[src/rtl/scaler_vphase_gen.sv]
// Vertical phase generator: steps a fixed-point source position per output line and emits
// the two source lines plus blend weight. Define SCALER_VPHASE_CENTER_EN for center-aligned sampling.
module scaler_vphase_gen #(
    parameter int unsigned FRAC_W   = 17,
    parameter int unsigned WEIGHT_W = 8
) (
    input  logic                SYS_CLK,
    input  logic                SYS_RST,
    input  logic                frame_start_i,
    input  logic                line_req_i,
    input  logic [8:0]          vpos_1st_rdline_i,
    input  logic [8:0]          vlines_in_needed_i,
    input  logic [10:0]         vlines_out_i,
    input  logic [FRAC_W:0]     v_interp_factor_i,
    output logic                req_rdy_o,
    output logic                line_vld_o,
    output logic [8:0]          src_line_a_o,
    output logic [8:0]          src_line_b_o,
    output logic [WEIGHT_W-1:0] weight_o,
    output logic [10:0]         out_line_o,
    output logic                last_line_o,
    output logic                frame_done_o
);

    localparam int unsigned IntW  = 11;
    localparam int unsigned AccW  = IntW + FRAC_W;
    localparam int unsigned StepW = 9 + FRAC_W + 1;

    typedef enum logic [1:0] {StIdle, StLoad, StRun, StDone} state_e;

    state_e state_q, state_d;

    // Shadow config, frozen between frame starts
    logic [8:0]        vpos_q;
    logic [8:0]        need_q;
    logic [10:0]       vout_q;
    logic [FRAC_W:0]   factor_q;

    logic [StepW-1:0]  step_q;
    logic [AccW-1:0]   acc_q;
    logic [10:0]       cnt_q;

    logic              s1_vld_q;
    logic [IntW-1:0]   s1_int_q;
    logic [FRAC_W-1:0] s1_frac_q;
    logic [10:0]       s1_line_q;

    logic [StepW-1:0]  step_prod;
    logic [AccW-1:0]   acc_init;
    logic              accept;
    logic              s1_last;
    logic              cfg_empty;
    logic [8:0]        need_m1;
    logic [8:0]        a_rel;
    logic [9:0]        b_inc;
    logic [8:0]        b_rel;
    logic              s2_load;

    assign step_prod = {{(StepW-9){1'b0}}, need_q} * {{(StepW-FRAC_W-1){1'b0}}, factor_q};

`ifdef SCALER_VPHASE_CENTER_EN
    localparam logic [StepW-1:0] OneStep  = StepW'(1) << FRAC_W;
    localparam logic [AccW-1:0]  HalfLine = AccW'(1) << (FRAC_W - 1);
    // Center the first sample on the source footprint when downscaling
    assign acc_init = (step_prod >= OneStep)
                    ? (AccW'(step_prod) >> 1) - HalfLine : '0;
`else
    assign acc_init = '0;
`endif

    assign req_rdy_o    = (state_q == StRun) && !s1_vld_q;
    assign accept       = line_req_i && req_rdy_o && !frame_start_i;
    assign s1_last      = (s1_line_q == vout_q - 11'd1);
    assign cfg_empty    = (vout_q == 11'd0) || (need_q == 9'd0);
    assign frame_done_o = (state_q == StDone);
    assign s2_load      = s1_vld_q && !frame_start_i;

    always_comb begin
        state_d = state_q;
        case (state_q)
            StIdle:  state_d = StIdle;
            StLoad:  state_d = cfg_empty ? StDone : StRun;
            StRun:   if (s1_vld_q && s1_last) state_d = StDone;
            StDone:  state_d = StDone;
            default: state_d = StIdle;
        endcase
        if (frame_start_i) state_d = StLoad;
    end

    // Stage 2: clamp both taps to the last needed line, then offset to absolute index
    always_comb begin
        need_m1 = need_q - 9'd1;
        a_rel   = (s1_int_q > {2'b00, need_m1}) ? need_m1 : s1_int_q[8:0];
        b_inc   = {1'b0, a_rel} + 10'd1;
        b_rel   = (b_inc > {1'b0, need_m1}) ? need_m1 : b_inc[8:0];
    end

    always_ff @(posedge SYS_CLK) begin
        if (SYS_RST) begin
            state_q      <= StIdle;
            vpos_q       <= '0;
            need_q       <= '0;
            vout_q       <= '0;
            factor_q     <= '0;
            step_q       <= '0;
            acc_q        <= '0;
            cnt_q        <= '0;
            s1_vld_q     <= 1'b0;
            s1_int_q     <= '0;
            s1_frac_q    <= '0;
            s1_line_q    <= '0;
            line_vld_o   <= 1'b0;
            src_line_a_o <= '0;
            src_line_b_o <= '0;
            weight_o     <= '0;
            out_line_o   <= '0;
            last_line_o  <= 1'b0;
        end else begin
            state_q <= state_d;
            if (frame_start_i) begin
                vpos_q   <= vpos_1st_rdline_i;
                need_q   <= vlines_in_needed_i;
                vout_q   <= vlines_out_i;
                factor_q <= v_interp_factor_i;
            end

            if (state_q == StLoad) begin
                step_q <= step_prod;
                acc_q  <= acc_init;
                cnt_q  <= '0;
            end else if (accept) begin
                acc_q <= acc_q + AccW'(step_q);
                cnt_q <= cnt_q + 11'd1;
            end

            s1_vld_q <= accept;
            if (accept) begin
                s1_int_q  <= acc_q[AccW-1:FRAC_W];
                s1_frac_q <= acc_q[FRAC_W-1:0];
                s1_line_q <= cnt_q;
            end

            line_vld_o <= s2_load;
            if (s2_load) begin
                src_line_a_o <= vpos_q + a_rel;
                src_line_b_o <= vpos_q + b_rel;
                weight_o     <= (b_rel == a_rel) ? '0 : s1_frac_q[FRAC_W-1 -: WEIGHT_W];
                out_line_o   <= s1_line_q;
                last_line_o  <= s1_last;
            end
        end
    end

endmodule
[config.mk]
export PLATFORM = sky130hd
export DESIGN_NAME = scaler_vphase_gen
export DESIGN_NICKNAME = d
export VERILOG_FILES = /design/src/rtl/scaler_vphase_gen.sv
export SDC_FILE = /design/constraint.sdc
export NUM_CORES = 1
export LEC_CHECK = 0
export ABC_AREA = 1
export ABC_CLOCK_PERIOD_IN_PS = 7500
export BUFFER_PORTS_ARGS = -buffer_cell sky130_fd_sc_hd__buf_2
export CAP_MARGIN = 20
export CORE_MARGIN = 2
export CORE_UTILIZATION = 25
export CTS_BUF_LIST = sky130_fd_sc_hd__clkbuf_4 sky130_fd_sc_hd__clkbuf_8
export CTS_CLUSTER_DIAMETER = 30
export DETAILED_ROUTE_END_ITERATION = 8
export GPL_TIMING_DRIVEN = 0
export PLACE_DENSITY = 0.46
export SYNTH_ARGS = -nofsm -noshare
export SYNTH_HDL_FRONTEND = slang
export SYNTH_SLANG_ARGS = --single-unit
[constraint.sdc]
create_clock -name SYS_CLK -period 7.5 [get_ports SYS_CLK]
set_input_delay 0 -clock SYS_CLK [delete_from_list [all_inputs] [get_ports SYS_CLK]]
set_output_delay 0 -clock SYS_CLK [all_outputs]
set_load 0.01 [all_outputs]
# After elaboration in Yosys (flattened, before gate mapping)
# Index checks and enable logic that the tools add are counted.
# op_classes
n_addsub	7
n_mul	1
magnitude_cmp	2
eq_ne	7
muxes	7
n_reduce_logical	13
# ops
cell	n
$add 28x27->28	1
$mul 9x18->27	1
$add 9x9->9	2
$mux 9	2
$add 11x1->11 const B	1
$eq 11x11->1	1
$gt 11x9->1	1
$logic_not 11->1	1
$sub 11x1->11 const B	1
$add 9x1->10 const B	1
$gt 10x9->1	1
$eq 9x9->1	1
$logic_not 9->1	1
$sub 9x1->9 const B	1
$mux 8	1
$pmux 2 s4	1
$logic_and 1x1->1	5
$eq 2x2->1 const B	2
$reduce_or 2->1	2
$ne 3x2->1 const B	1
$eq 2x1->1 const B	1
$logic_not 1->1	2
$logic_not 2->1	1
$mux 1	2
3 further kinds	3
# word_totals
regBits	194
inputBits	51
out_inout_bits	41
wordCells	56

# Depth between registers and ports, before layout
# logic_depth
depth_word	8
mapped_depth	54
depth_no_buf	52

# Worst setup path after synthesis
# Ideal clock, no wire load.
# synth_timing
path_kind	register to register
startpoint	register need_q[1]
endpoint	register src_line_b_o[8]
setup_ns	0.117
t_arrival_ns	6.305
t_required_ns	7.383
path_slack_ns	1.077
path_stages_with_launch	54
n_path_buf	2
period_less_slack_ns	6.423
path_cell_list	dfxtp_1 -> clkbuf_1 -> inv_1 -> ha_1 -> nand4_1 -> nor3_1 -> xor2_1 -> inv_1 -> ha_1 -> inv_1 -> nor2_1 -> nand2_1 -> nor2_4 -> nand2_4 -> nand2_8 -> nand2_8 -> nand2_1 -> o21ai_2 -> [18 not listed] -> buf_8 -> nor2_2 -> o21bai_1 -> ha_1 -> inv_1 -> fa_1 -> o21ai_0 -> a21oi_1 -> inv_1 -> a21oi_1 -> nor2_1 -> o21a_1 -> nor2_1 -> xor2_1 -> nand2_1 -> nand2_1 -> o221ai_1 -> inv_1
# synth_via
elab_chain_cells	7
# synth_rtl
element	line_no	rtl
from (decl)	35	logic [8:0] need_q;
from (signal assigned)	122	need_q <= vlines_in_needed_i;
$sub 9x1->9 *	92	need_m1 = need_q - 9'd1;
$gt 11x9->1	93	a_rel = (s1_int_q > {2'b00, need_m1}) ? need_m1 : s1_int_q[8:0];
$mux 9	93	
$add 9x1->10	94	b_inc = {1'b0, a_rel} + 10'd1;
$gt 10x9->1	95	b_rel = (b_inc > {1'b0, need_m1}) ? need_m1 : b_inc[8:0];
$mux 9 *	95	
$add 9x9->9 *	146	src_line_b_o <= vpos_q + b_rel;
to (signal assigned)	146	
to (decl)	18	output logic [8:0] src_line_b_o,
# Mark *: on every way between the ends. The rest lies on a longest branch, timed or not.
# A chain may end at the register's enable or synchronous reset.

# Worst setup path in the final report
# Same ends and word-level chain as after synthesis.

==> flow_summary.html <==
<table>
<tr><th>Metric</th><th>Value</th></tr>
<tr><th colspan="2">Pwr</th></tr>
<tr><td>Proportion of power drawn by combinational gates</td><td>0.297</td></tr>
<tr><td>Relative contribution of the clock network to total power</td><td>0.288</td></tr>
<tr><td>Fraction of power spent switching nets</td><td>0.376</td></tr>
<tr><td>Power density over the cells</td><td>148 nW/um2</td></tr>
<tr><td>Switching power total</td><td>0.000952 W</td></tr>
<tr><td>Sequential cell fraction of total power</td><td>0.414</td></tr>
<tr><td>Worst-case vdd ir drop</td><td>0.000137 V</td></tr>
<tr><td>Static Leak</td><td>8.89 nW</td></tr>
<tr><td>Cell internal pwr</td><td>0.00158 W</td></tr>
<tr><th colspan="2">Synthesis</th></tr>
<tr><td>FF+latch count, synth</td><td>185</td></tr>
<tr><td>EDFF count, synth</td><td>0</td></tr>
<tr><td>Most numerous cell types in the synthesized netlist</td><td>inv_1 (342), nand2_1 (340), nor2_1 (215)</td></tr>
<tr><td>Distinct cells, synth</td><td>49</td></tr>
<tr><td>Portion of synthesized cell area occupied by the leading cell type</td><td>0.252</td></tr>
<tr><td>Sequential element share of the synthesized area</td><td>0.252</td></tr>
<tr><td>Predominant post-synthesis flop cell</td><td>dfxtp_1</td></tr>
<tr><td>Synthesized net count</td><td>2262</td></tr>
<tr><td>Synthesis Warnings</td><td>0</td></tr>
<tr><td>Cell Area, Synth</td><td>14700 um2</td></tr>
<tr><td>Library cell with the largest summed area after synthesis</td><td>dfxtp_1</td></tr>
<tr><td>Top-count cell post-synth</td><td>inv_1</td></tr>
<tr><td>Number of instances in the synthesized netlist</td><td>1985</td></tr>
<tr><td>Top area cells in the synthesized netlist</td><td>dfxtp_1 (25%), fa_1 (16%), ha_1 (9.4%), inv_1 (8.7%), nand2_1 (8.7%)</td></tr>
<tr><td>FFs w/ async S/R, synth</td><td>0</td></tr>
<tr><td>Mean instance size in the synthesized netlist</td><td>7.40 um2</td></tr>
<tr><th colspan="2">Clocking</th></tr>
<tr><td>Insertion delay of the later-clocked pin in the worst-skew pair</td><td>0.55 ns</td></tr>
<tr><td>CTS buffer count</td><td>17</td></tr>
<tr><td>Clock tree root buffer cell</td><td>clkbuf_8</td></tr>
<tr><td>H-tree depth</td><td>4</td></tr>
<tr><td>Clock edge transition at the registers on the reported setup and hold paths</td><td>0.11 ns</td></tr>
<tr><td>TritonCTS clock tree</td><td>built</td></tr>
<tr><td>Clock Sink Count</td><td>185</td></tr>
<tr><td>Max Buffers Root-to-Sink</td><td>2</td></tr>
<tr><th colspan="2">Worst setup path</th></tr>
<tr><td>Cell occurring most often along the worst timing path</td><td>inv_1</td></tr>
<tr><td>Biggest cell delay along the critical path</td><td>0.34 ns</td></tr>
<tr><td>Kind of capture point of the worst setup path</td><td>register</td></tr>
<tr><td>Top fanout value on the critical path</td><td>10</td></tr>
<tr><td>Required time reported for the critical path endpoint</td><td>7.95 ns</td></tr>
<tr><td>Kind of launch point of the worst setup path</td><td>register</td></tr>
<tr><td>Crit path max-delay cell type</td><td>ha_1</td></tr>
<tr><td>Worst Path Arrival</td><td>7.42 ns</td></tr>
<tr><td>Crit Path Class</td><td>register to register</td></tr>
<tr><th colspan="2">Job</th></tr>
<tr><td>Maxcap violations</td><td>0</td></tr>
<tr><th colspan="2">STA</th></tr>
<tr><td>Fmax</td><td>143 MHz</td></tr>
<tr><td>Number of max-slew violations in the final report</td><td>0</td></tr>
<tr><td>Number of failing setup endpoints in the final timing report</td><td>0</td></tr>
<tr><td>RSZ-0062 raised after global routing</td><td>true</td></tr>
<tr><td>Transition at the pin with the smallest max-transition slack</td><td>0.969 ns</td></tr>
<tr><td>Final period demand of the worst path</td><td>6.97 ns</td></tr>
<tr><td>Worst slew margin relative to its limit</td><td>0.352</td></tr>
<tr><td>Layout Skew</td><td>0.0226 ns</td></tr>
<tr><td>Final worst path period share</td><td>0.929</td></tr>
<tr><td>Count of endpoints failing hold in the final timing report</td><td>0</td></tr>
<tr><td>Final-layout worst hold slack</td><td>0.114 ns</td></tr>
<tr><th colspan="2">Die</th></tr>
<tr><td>Vertical die dimension</td><td>246 um</td></tr>
<tr><td>Total die area</td><td>60700 um2</td></tr>
<tr><td>Rows</td><td>88</td></tr>
<tr><td>Count of boundary I/O pins</td><td>92</td></tr>
<tr><td>Area of the core</td><td>57900 um2</td></tr>
<tr><td>Starting Density</td><td>0.254</td></tr>
<tr><td>Die span in x</td><td>246 um</td></tr>
<tr><th colspan="2">Drt</th></tr>
<tr><td>Number of vias after detailed routing</td><td>13.0k</td></tr>
<tr><td>DR WL/cell</td><td>15.7 um</td></tr>
<tr><td>Routed WL</td><td>45.9 mm</td></tr>
<tr><td>Initial detailed-routing violation count</td><td>579</td></tr>
<tr><td>First-pass DRT Iterations</td><td>5</td></tr>
<tr><td>Via density</td><td>4.45</td></tr>
<tr><td>Number of remaining DRC errors</td><td>0</td></tr>
<tr><td>Detail Route Antenna Nets</td><td>0</td></tr>
<tr><th colspan="2">Global routing</th></tr>
<tr><td>Maximum number of pins on one net before global-route repair</td><td>19</td></tr>
<tr><td>First-pass GRT wire length</td><td>72.2 mm</td></tr>
<tr><td>Vias in the first global route</td><td>13.0k</td></tr>
<tr><td>Overall global routing resource usage</td><td>0.155</td></tr>
<tr><td>Number of antenna violations at the first check in global routing</td><td>1</td></tr>
<tr><td>Remaining Overflow, GRT</td><td>0</td></tr>
<tr><th colspan="2">Status</th></tr>
<tr><td>Status</td><td>finished, final reports clean</td></tr>
<tr><th colspan="2">Finish</th></tr>
<tr><td>Area of the multi-input gates</td><td>9360 um2</td></tr>
<tr><td># diodes</td><td>0</td></tr>
<tr><td>Sequential cell area</td><td>3700 um2</td></tr>
<tr><td>Synth-to-Final Area Change</td><td>16.4%</td></tr>
<tr><td>Number of nets in the layout</td><td>2428</td></tr>
<tr><td>Share of final-layout standard cells stronger than drive strength 1</td><td>0.0989</td></tr>
<tr><td>Filler cell count in the final layout</td><td>6321</td></tr>
<tr><td>Final core occ</td><td>0.295</td></tr>
<tr><th colspan="2">Placement</th></tr>
<tr><td>Gp weighted congestion</td><td>0.852</td></tr>
<tr><td>Detailed-placement wirelength estimate</td><td>36.4 mm</td></tr>
<tr><td>Port Buffers</td><td>90</td></tr>
<tr><th colspan="2">Min path</th></tr>
<tr><td>Tightest Hold Check Type</td><td>input pin to register</td></tr>
</table>
[critical path: cells and delay by family, from the launching register on]
kind	cells	cell delay (ns)
adder cells (fa/ha/maj)	5	1.25
flip-flops	1	0.33
AND/OR/NAND/NOR	25	2.61
buffers and inverters	11	1.06
XOR/XNOR	3	0.56
AO/OA/AOI/OAI	7	1.05
[flip-flops by register name (all words and copies together) (netlist names)]
| register | flops |
|---|---|
| step_q | 27 |
| out_line_o | 11 |
| cnt_q | 11 |
| last_line_o | 1 |
| need_q | 9 |
| vpos_q | 9 |
| acc_q | 28 |
| state_q | 2 |
| line_vld_o | 1 |
| s1_vld_q | 1 |
| vout_q | 11 |
| s1_frac_q | 8 |
| s1_int_q | 11 |
| weight_o | 8 |
| src_line_a_o | 9 |
| factor_q | 18 |
| src_line_b_o | 9 |
| s1_line_q | 11 |
[cell families (layout without fill, tap and decap cells)]
family,after synthesis,after routing,share of synthesized area
AOI/OAI and AO/OA,361,361,0.131
xor gates and xnor gates,70,70,0.0417
buffers and inverters,437,616,0.113
and+or+nand+nor,706,706,0.210
DFF,185,185,0.252
adders and majority gates,226,226,0.252
[stage by stage]
stage	instances	cell area, um2	total power (W)	TNS, ns	setup slack [ns]
6_report	2929	17100	0.00253	0	0.530
5_1_grt	2929	17100	0.00270	-0.0259	-0.0259
4_1_cts	2923	17000	0.00257	0	0.0114
3_5_place_dp	2840	16100	0.00180	-0.359	-0.350
3_3_place_gp	2840	16100	0.00179	-0.308	-0.308
2_1_floorplan	1985	14700	0.00158	0	1.08
[area by class of cell]
type                            count  area share
Multi-Input combinational cell   1363       0.547
Tap cell                          765      0.0560
Sequential cell                   185       0.217
Clock inverter                     13     0.00907
Clock buffer                       19      0.0146
Buffer                             89      0.0214
Timing Repair Buffer              147      0.0588
Inverter                          348      0.0764
[worst paths after layout]
path	start	endpoint	slack, ns	depth (start not counted)
worst max-delay path	need_q[1]	src_line_b_o[8]	0.53	51
worst min-delay path	line_req_i	cnt_q[2]	0.11	4
worst min register to register	s1_frac_q[11]	s1_frac_q[11]	0.46	2
worst max register to register	need_q[1]	src_line_b_o[8]	0.53	51
[cells in the final DEF (no fill, tap or decap), types with 24 or more instances in the layout]
| cell type | n |
|---|---|
| a21oi_1 | 141 |
| buf_2 | 93 |
| clkbuf_1 | 71 |
| dfxtp_1 | 185 |
| dlygate4sd3_1 | 51 |
| fa_1 | 115 |
| ha_1 | 109 |
| inv_1 | 342 |
| nand2_1 | 340 |
| nand2_2 | 24 |
| nand3_1 | 63 |
| nor2_1 | 213 |
| o21ai_0 | 168 |
| xor2_1 | 49 |
[power groups by stage]
stage	logic (W)	registers (W)	clock network, W
2_1_floorplan	0.000517	0.00106	0
3_3_place_gp	0.000722	0.00107	0
3_5_place_dp	0.000729	0.00107	0
4_1_cts	0.000757	0.00105	0.000764
5_1_grt	0.000858	0.00105	0.000793
6_report	0.000753	0.00105	0.000729
[what timing repair did]
item / CTS / global route
gates resized for setup: 4 / 14
endpoints found under the setup margin: 2 / 6
pin swaps: 0 / 5
hold buffers: 51 / 0
hold endpoints to repair: 52 / 0
setup buffers: 0 / 6
[metal layers]
layer | vias up | track usage | wire length (um)
li1 | 6507 | - | -
met2 | 218 | 0.281 | 22900
met4 | 0 | 0.0423 | 862
met5 | - | 0 | 0
met3 | 40 | 0.0241 | 1570
met1 | 6270 | 0.189 | 20500
Note: power is estimated with default switching activity, not from simulation.
